===== src/rtl/pipeline_pkg.sv =====
// Types and constants shared between the fetch stage and the pipeline registers.
package pipeline_pkg;
   localparam int unsigned     XLEN      = 32;
   localparam logic [XLEN-1:0] RESET_PC  = '0;
   localparam logic [31:0]     NOP_INSTR = 32'h0;

   typedef struct packed {
      logic [31:0]     instr;
      logic [XLEN-1:0] pcplus8;
      logic            valid;
   } ifid_t;
endpackage


===== src/rtl/pipe_reg_ifid.sv =====
// IF/ID pipeline register: reset beats flush, flush beats stall, otherwise load.
import pipeline_pkg::*;

module pipe_reg_ifid (
   input  logic  clk,
   input  logic  reset,
   input  logic  stall_i,
   input  logic  flush_i,
   input  ifid_t d_i,
   output ifid_t q_o
);
   ifid_t q_q, q_d;

   // A flush turns the slot into a bubble but leaves pcplus8 untouched.
   always_comb begin
      q_d = q_q;
      if (flush_i) begin
         q_d.instr = NOP_INSTR;
         q_d.valid = 1'b0;
      end else if (!stall_i) begin
         q_d = d_i;
      end
   end

   always_ff @(posedge clk) begin
      if (reset) q_q <= '0;
      else       q_q <= q_d;
   end

   assign q_o = q_q;
endmodule


===== src/rtl/fetch_unit.sv =====
// Instruction fetch: PC register, next-PC selection, IF/ID register and stall/bubble counters.
import pipeline_pkg::*;

module fetch_unit #(
   parameter int unsigned     XLEN     = pipeline_pkg::XLEN,
   parameter logic [XLEN-1:0] RESET_PC = pipeline_pkg::RESET_PC,
   parameter int unsigned     CNT_W    = 32
) (
   input  logic             clk,
   input  logic             reset,
   input  logic             StallF,
   input  logic             StallD,
   input  logic             FlushD,
   input  logic             BranchTakenE,
   input  logic [XLEN-1:0]  BranchTargetE,
   input  logic             PCSrcW,
   input  logic [XLEN-1:0]  ResultW,
   input  logic             PCSD,
   input  logic             PCSE,
   input  logic             PCSM,
   input  logic [31:0]      InstrF,
   output logic [XLEN-1:0]  ImemAddrF,
   output logic             PCWrPendingF,
   output logic [31:0]      InstrD,
   output logic [XLEN-1:0]  PCPlus8D,
   output logic             ValidD,
   output logic [CNT_W-1:0] StallCount,
   output logic [CNT_W-1:0] BubbleCount
);
   logic [XLEN-1:0]  pc_q, pc_d, pcplus4;
   logic             pc_en;
   logic [CNT_W-1:0] stall_cnt_q, stall_cnt_d;
   logic [CNT_W-1:0] bubble_cnt_q, bubble_cnt_d;
   ifid_t            fetch_pkt, dec_pkt;

   assign pcplus4 = pc_q + XLEN'(4);

   // Redirects load even while fetch is stalled; branch target outranks R15 writes.
   always_comb begin
      pc_d = pcplus4;
      if (BranchTakenE)  pc_d = BranchTargetE;
      else if (PCSrcW)   pc_d = ResultW;
      pc_d[1:0] = 2'b00;
   end

   assign pc_en = ~StallF | BranchTakenE | PCSrcW;

   always_ff @(posedge clk) begin
      if (reset)      pc_q <= RESET_PC;
      else if (pc_en) pc_q <= pc_d;
   end

   always_comb begin
      fetch_pkt         = '0;
      fetch_pkt.instr   = InstrF;
      fetch_pkt.pcplus8 = pcplus4 + XLEN'(4);
      fetch_pkt.valid   = 1'b1;
   end

   pipe_reg_ifid u_ifid (
      .clk     (clk),
      .reset   (reset),
      .stall_i (StallD),
      .flush_i (FlushD),
      .d_i     (fetch_pkt),
      .q_o     (dec_pkt)
   );

   // Both counters stick at all-ones rather than wrapping.
   always_comb begin
      stall_cnt_d  = stall_cnt_q;
      bubble_cnt_d = bubble_cnt_q;
      if (StallF && (stall_cnt_q != '1))  stall_cnt_d  = stall_cnt_q + 1'b1;
      if (FlushD && (bubble_cnt_q != '1)) bubble_cnt_d = bubble_cnt_q + 1'b1;
   end

   always_ff @(posedge clk) begin
      if (reset) begin
         stall_cnt_q  <= '0;
         bubble_cnt_q <= '0;
      end else begin
         stall_cnt_q  <= stall_cnt_d;
         bubble_cnt_q <= bubble_cnt_d;
      end
   end

   assign ImemAddrF    = pc_q;
   assign PCWrPendingF = PCSD | PCSE | PCSM;
   assign InstrD       = dec_pkt.instr;
   assign PCPlus8D     = dec_pkt.pcplus8;
   assign ValidD       = dec_pkt.valid;
   assign StallCount   = stall_cnt_q;
   assign BubbleCount  = bubble_cnt_q;
endmodule


===== config.mk =====
export PLATFORM = sky130hd
export DESIGN_NAME = fetch_unit
export DESIGN_NICKNAME = d
export VERILOG_FILES = /design/src/rtl/pipeline_pkg.sv /design/src/rtl/pipe_reg_ifid.sv /design/src/rtl/fetch_unit.sv
export SDC_FILE = /design/constraint.sdc
export NUM_CORES = 1
export LEC_CHECK = 0
export ABC_AREA = 0
export BUFFER_PORTS_ARGS = -buffer_cell sky130_fd_sc_hd__buf_2
export CAP_MARGIN = 10
export CELL_PAD_IN_SITES_DETAIL_PLACEMENT = 0
export CELL_PAD_IN_SITES_GLOBAL_PLACEMENT = 1
export CORE_MARGIN = 2
export CORE_UTILIZATION = 34
export CTS_CLUSTER_DIAMETER = 40
export DETAILED_ROUTE_END_ITERATION = 7
export MAX_ROUTING_LAYER = met4
export PLACE_DENSITY = 0.79
export SYNTH_ARGS = -nofsm -noshare
export SYNTH_HDL_FRONTEND = slang
export SYNTH_SLANG_ARGS = --single-unit

===== constraint.sdc =====
create_clock -name clk -period 2.6 [get_ports clk]
set_input_delay 0.39 -clock clk [delete_from_list [all_inputs] [get_ports clk]]
set_output_delay 0.39 -clock clk [all_outputs]
set_load 0.005 [all_outputs]

## After elaboration in Yosys (flattened, before gate mapping)

Index checks and enable logic that the tools add are counted.
Widths: inputs -> output; s select.

- Word-level logic and storage cells: 25
- Output and inout bits: 162
- Input bits: 106
- Flip-flop bits (word level): 159

- Eq/ne operators: 2
- Reduce and logical (&&, ||, !) cells: 4
- Multiplexer cells: 2
- Bitwise gates (word level): 7
- Add/subtract/negate cells: 4

Operator list:

| cell | number |
|---|---|
| $add 32x1->32 const B | 2 |
| $add 32x3->32 const B | 2 |
| $mux 32 | 2 |
| $ne 32x32->1 const B | 2 |
| $or 1x1->1 | 4 |
| $not 1->1 | 3 |
| $logic_and 1x1->1 | 2 |
| $reduce_and 2->1 | 1 |
| $reduce_or 2->1 | 1 |

## Longest topological paths before layout

- Word-level depth: 3
- Mapped depth: 10
- Depth with buffers taken out: 8

## Hierarchy

From an unflattened synthesis, not the netlist that was laid out.

- Cell total of the unflattened synthesis: 1018
- Area total of the unflattened synthesis: 8540.7 sq um

Modules (own cells, without submodules):

| module | cells each | seq. area each (sq um) | area an instance (sq um) | instances |
|---|---|---|---|---|
| fetch_unit | 765 | 1881.8 | 6018.3 | 1 |
| pipe_reg_ifid | 253 | 1301.2 | 2522.4 | 1 |

## Worst setup path before layout

OpenSTA, ideal clock, no wires.

- Path kind: reg2reg
- From: reg pc_q[3], in the netlist ImemAddrF[3]
- To: reg u_ifid.q_q, in the netlist u_ifid.q_o[28]
- Required time: 2.478 ns
- Path buffers: 1
- Arrival time: 2.840 ns
- Clock period less this slack: 2.962 ns
- Setup slack: -0.362 ns
- Cell stages (with the launch flop): 10
- Library setup time: 0.122 ns
- Cell sequence: dfxtp_1 -> ha_1 -> nand3_1 -> or4_1 -> buf_2 -> a2111oi_4 -> a211o_2 -> nand4_4 -> o311a_1 -> a311o_1

- Longest elaborated chain between the ends: 2

Ends and longest elaborated chain:

| element | line | RTL |
|---|---|---|
| from (decl) | fetch_unit.sv:30 | `logic [XLEN-1:0] pc_q, pc_d, pcplus4;` |
| from (signal assigned) | fetch_unit.sv:50 | `else if (pc_en) pc_q <= pc_d;` |
| $add 32x3->32 | fetch_unit.sv:36 | `assign pcplus4 = pc_q + XLEN'(4);` |
| $add 32x3->32 | fetch_unit.sv:56 | `fetch_pkt.pcplus8 = pcplus4 + XLEN'(4);` |
| to (signal assigned) | pipe_reg_ifid.sv:27 | `else q_q <= q_d;` |
| to (decl) | pipe_reg_ifid.sv:12 | `ifid_t q_q, q_d;` |

No other way between the ends.
A chain may end at the register's enable or synchronous reset.

## Final worst setup path

- From: reg pc_q[9], in the netlist ImemAddrF[9]
- To: reg u_ifid.q_q, in the netlist u_ifid.q_o[28]

Same word-level chain as after synthesis.

==> flow_summary.json <==
{
  "drv_cap": 0,
  "power_switching_mw": 1.73,
  "drcViolationCount": 0,
  "ir_worst_vdd_mv": 0.496,
  "synth_top_area_share_pct": 37.3,
  "grt_pass1_vias": 8169,
  "globalRouteOverflowTotal": 0,
  "p_total_mw": 5.90,
  "clk_latency_ps": 430,
  "drive_gt1_share_pct": 36.4,
  "drt_wl_total_um": 28200,
  "p_leak_nw": 5.24,
  "place_congestion": 0.901,
  "ys_top_cells_by_area": "dfxtp_1 (37%), nor2_1 (6.3%), mux2i_1 (6.1%), xnor2_1 (6.0%), nand2_1 (4.3%)",
  "instances_no_fill": 1701,
  "cts.clk_slew.worst_paths_ps": 80,
  "async_flop_share_pct": 0,
  "track_usage_pct": 21.8,
  "grt_pass1_wl_um": 43900,
  "end_kind": "flop",
  "placed_cells": 1656,
  "numPortBuffers": 259,
  "syn_area_mm2": 0.00843,
  "ctsLongestPathBuffers": 2,
  "antenna_found_initial": 4,
  "synth.avg_cell_area_um2": 8.30,
  "fillCellCount": 2398,
  "dr.pass1.iters": 5,
  "routed_via_density": 5.10,
  "setup_viol": 0,
  "ant_nets": 0,
  "synth_edf_count": 0,
  "start_util_pct": 34.7,
  "power_frac_clock_pct": 42.4,
  "grt_setup_unrepaired": "yes",
  "path_max_fanout": 8,
  "root_buffer": "clkbuf_16",
  "cts_hold_buf": 0,
  "worstPathRequired_ps": 2900,
  "synth_most_common_cell": "dfxtp_1",
  "final_area_mm2": 0.0118,
  "wl_per_cell_um": 16.6,
  "syn_to_final_growth_pct": 39.7,
  "die_area_mm2": 0.0261,
  "timing.final.crit_period_ps": 2550,
  "yosysSeqAreaShare_pct": 37.3,
  "combPwrFrac_pct": 14.2,
  "rows": 57,
  "worstPathArrival_ps": 2850,
  "status": "completed",
  "period_share_pct": 98.0,
  "htree_levels": 4,
  "critPathKind": "flop to flop",
  "dp.final_hpwl_um": 20800,
  "final_core_util_pct": 48.4,
  "cts_tree": "built",
  "die_w_um": 161,
  "synth_cell_types": 74,
  "drt-initial-drc-count": 556,
  "ios": 268,
  "clock_skew_ps": 13.6,
  "slew_violations": 0,
  "synth-seq-cells": 157,
  "powerDensity_mw_per_mm2": 501,
  "yosys_warnings": 0,
  "relSlewSlack_pct": 58.5,
  "core-area_mm2": 0.0243,
  "dr_total_vias": 8668,
  "die_h_um": 161,
  "synthTopCellsByCount": "dfxtp_1 (157), nor2_1 (141), nand2_1 (97), xnor2_1 (58), mux2i_1 (51)",
  "p_sw_share_pct": 29.4,
  "syn_inst": 1016,
  "cts_made_buffers": 17,
  "fmax_mhz": 392,
  "tightest_slew_ps": 623,
  "yosysTopAreaCell": "dfxtp_1",
  "start_kind": "flop",
  "seq_power_share_pct": 43.4,
  "fin_ws_ps": 52.1,
  "synthFlopType": "dfxtp_1",
  "hold_viol": 0,
  "cts.sinks": 157,
  "fin_nets": 1470,
  "hp-class": "primary input to flop",
  "place_area_mm2": 0.0108,
  "p_int_mw": 4.17,
  "grt_start_max_net_pins": 102,
  "place_ws_ps": -90.4
}
flip-flops by register name, summed over array words and instances, names as in the netlist:
register,flops
u_ifid.q_o,63
BubbleCount,32
StallCount,32
ImemAddrF,30
critical path, stage by stage, from the launching register on:
cell and delay (ps):
dfxtp_2 360, buf_6 120, nand4_1 150, buf_4 200, nor3_2 140, buf_6 170, and3_4 180, xor2_1 140
buf_4 180, nand4_4 110, o311a_1 350, a311o_1 310
path summary, 6_finish.rpt:
check,cells after the start,slack [ps],to,startpoint
setup / recovery,11,50,u_ifid.q_o[28],ImemAddrF[9]
hold / removal,3,190,u_ifid.q_o[57],InstrF[24]
setup reg to reg,11,50,u_ifid.q_o[28],ImemAddrF[9]
hold reg to reg,2,450,u_ifid.q_o[0],u_ifid.q_o[0]
cells in the final DEF (no fill, tap or decap), types with 27 or more instances in the layout:
master / n
dfxtp_1: 143
xor2_1: 41
nand2_1: 97
a21oi_1: 27
inv_1: 27
nand3_1: 42
mux2i_1: 51
buf_4: 124
nand4_1: 31
nor2_1: 139
xnor2_1: 56
buf_2: 258
metal layers:
layer	vias up	global-route usage (%)	share of wire, %
met5	-	-	0
met4	0	3.86	0.77
met3	18	5.52	7.0
met2	278	34.6	46
met1	4048	28.3	46
li1	4324	-	-
final cells by class:
cell class,count,area [µm²],area share [%]
clock inverters,15,165,1.40
inverters,28,105,0.892
multi-input cells,766,5180,44.0
well taps,324,405,3.44
repair buffers,390,2320,19.7
flip-flops and latches,157,3170,26.9
diodes,4,10.0,0.0850
clock buffers,17,425,3.61
cell families after synthesis:
family | Yosys count | share of synthesized area [%]
flip-flops | 157 | 37.3
multiplexers | 52 | 6.19
other | 1 | 0.0445
AO/OA/AOI/OAI | 149 | 12.8
XOR/XNOR | 99 | 10.3
buffers and inverters | 96 | 4.99
adder cells (fa/ha/maj) | 4 | 0.593
AND/OR/NAND/NOR | 458 | 27.9
power groups by stage:
stage / sequential (mW) / clock (mW) / combinational (mW)
after global placement: 2.61 / 0 / 0.803
final: 2.56 / 2.50 / 0.839
after floorplan: 2.62 / 0 / 0.420
after CTS: 2.55 / 2.56 / 0.816
after detailed placement: 2.61 / 0 / 0.810
after global routing: 2.57 / 2.67 / 0.920
metrics by stage:
step | hold slack (ps) | TNS (ps)
2_1_floorplan | 442 | -22.6
3_3_place_gp | 430 | -98.8
3_5_place_dp | 441 | -420
4_1_cts | 170 | -2.53
5_1_grt | 164 | -174
6_report | 189 | 0
repair_timing:
action                                  CTS  global route
resized for setup                        13            43
gates cloned                              0             0
endpoints found under the setup margin    9            12
setup buffers                             0             9
pin swaps                                 3            25
Power figures use the tool's default switching activity.
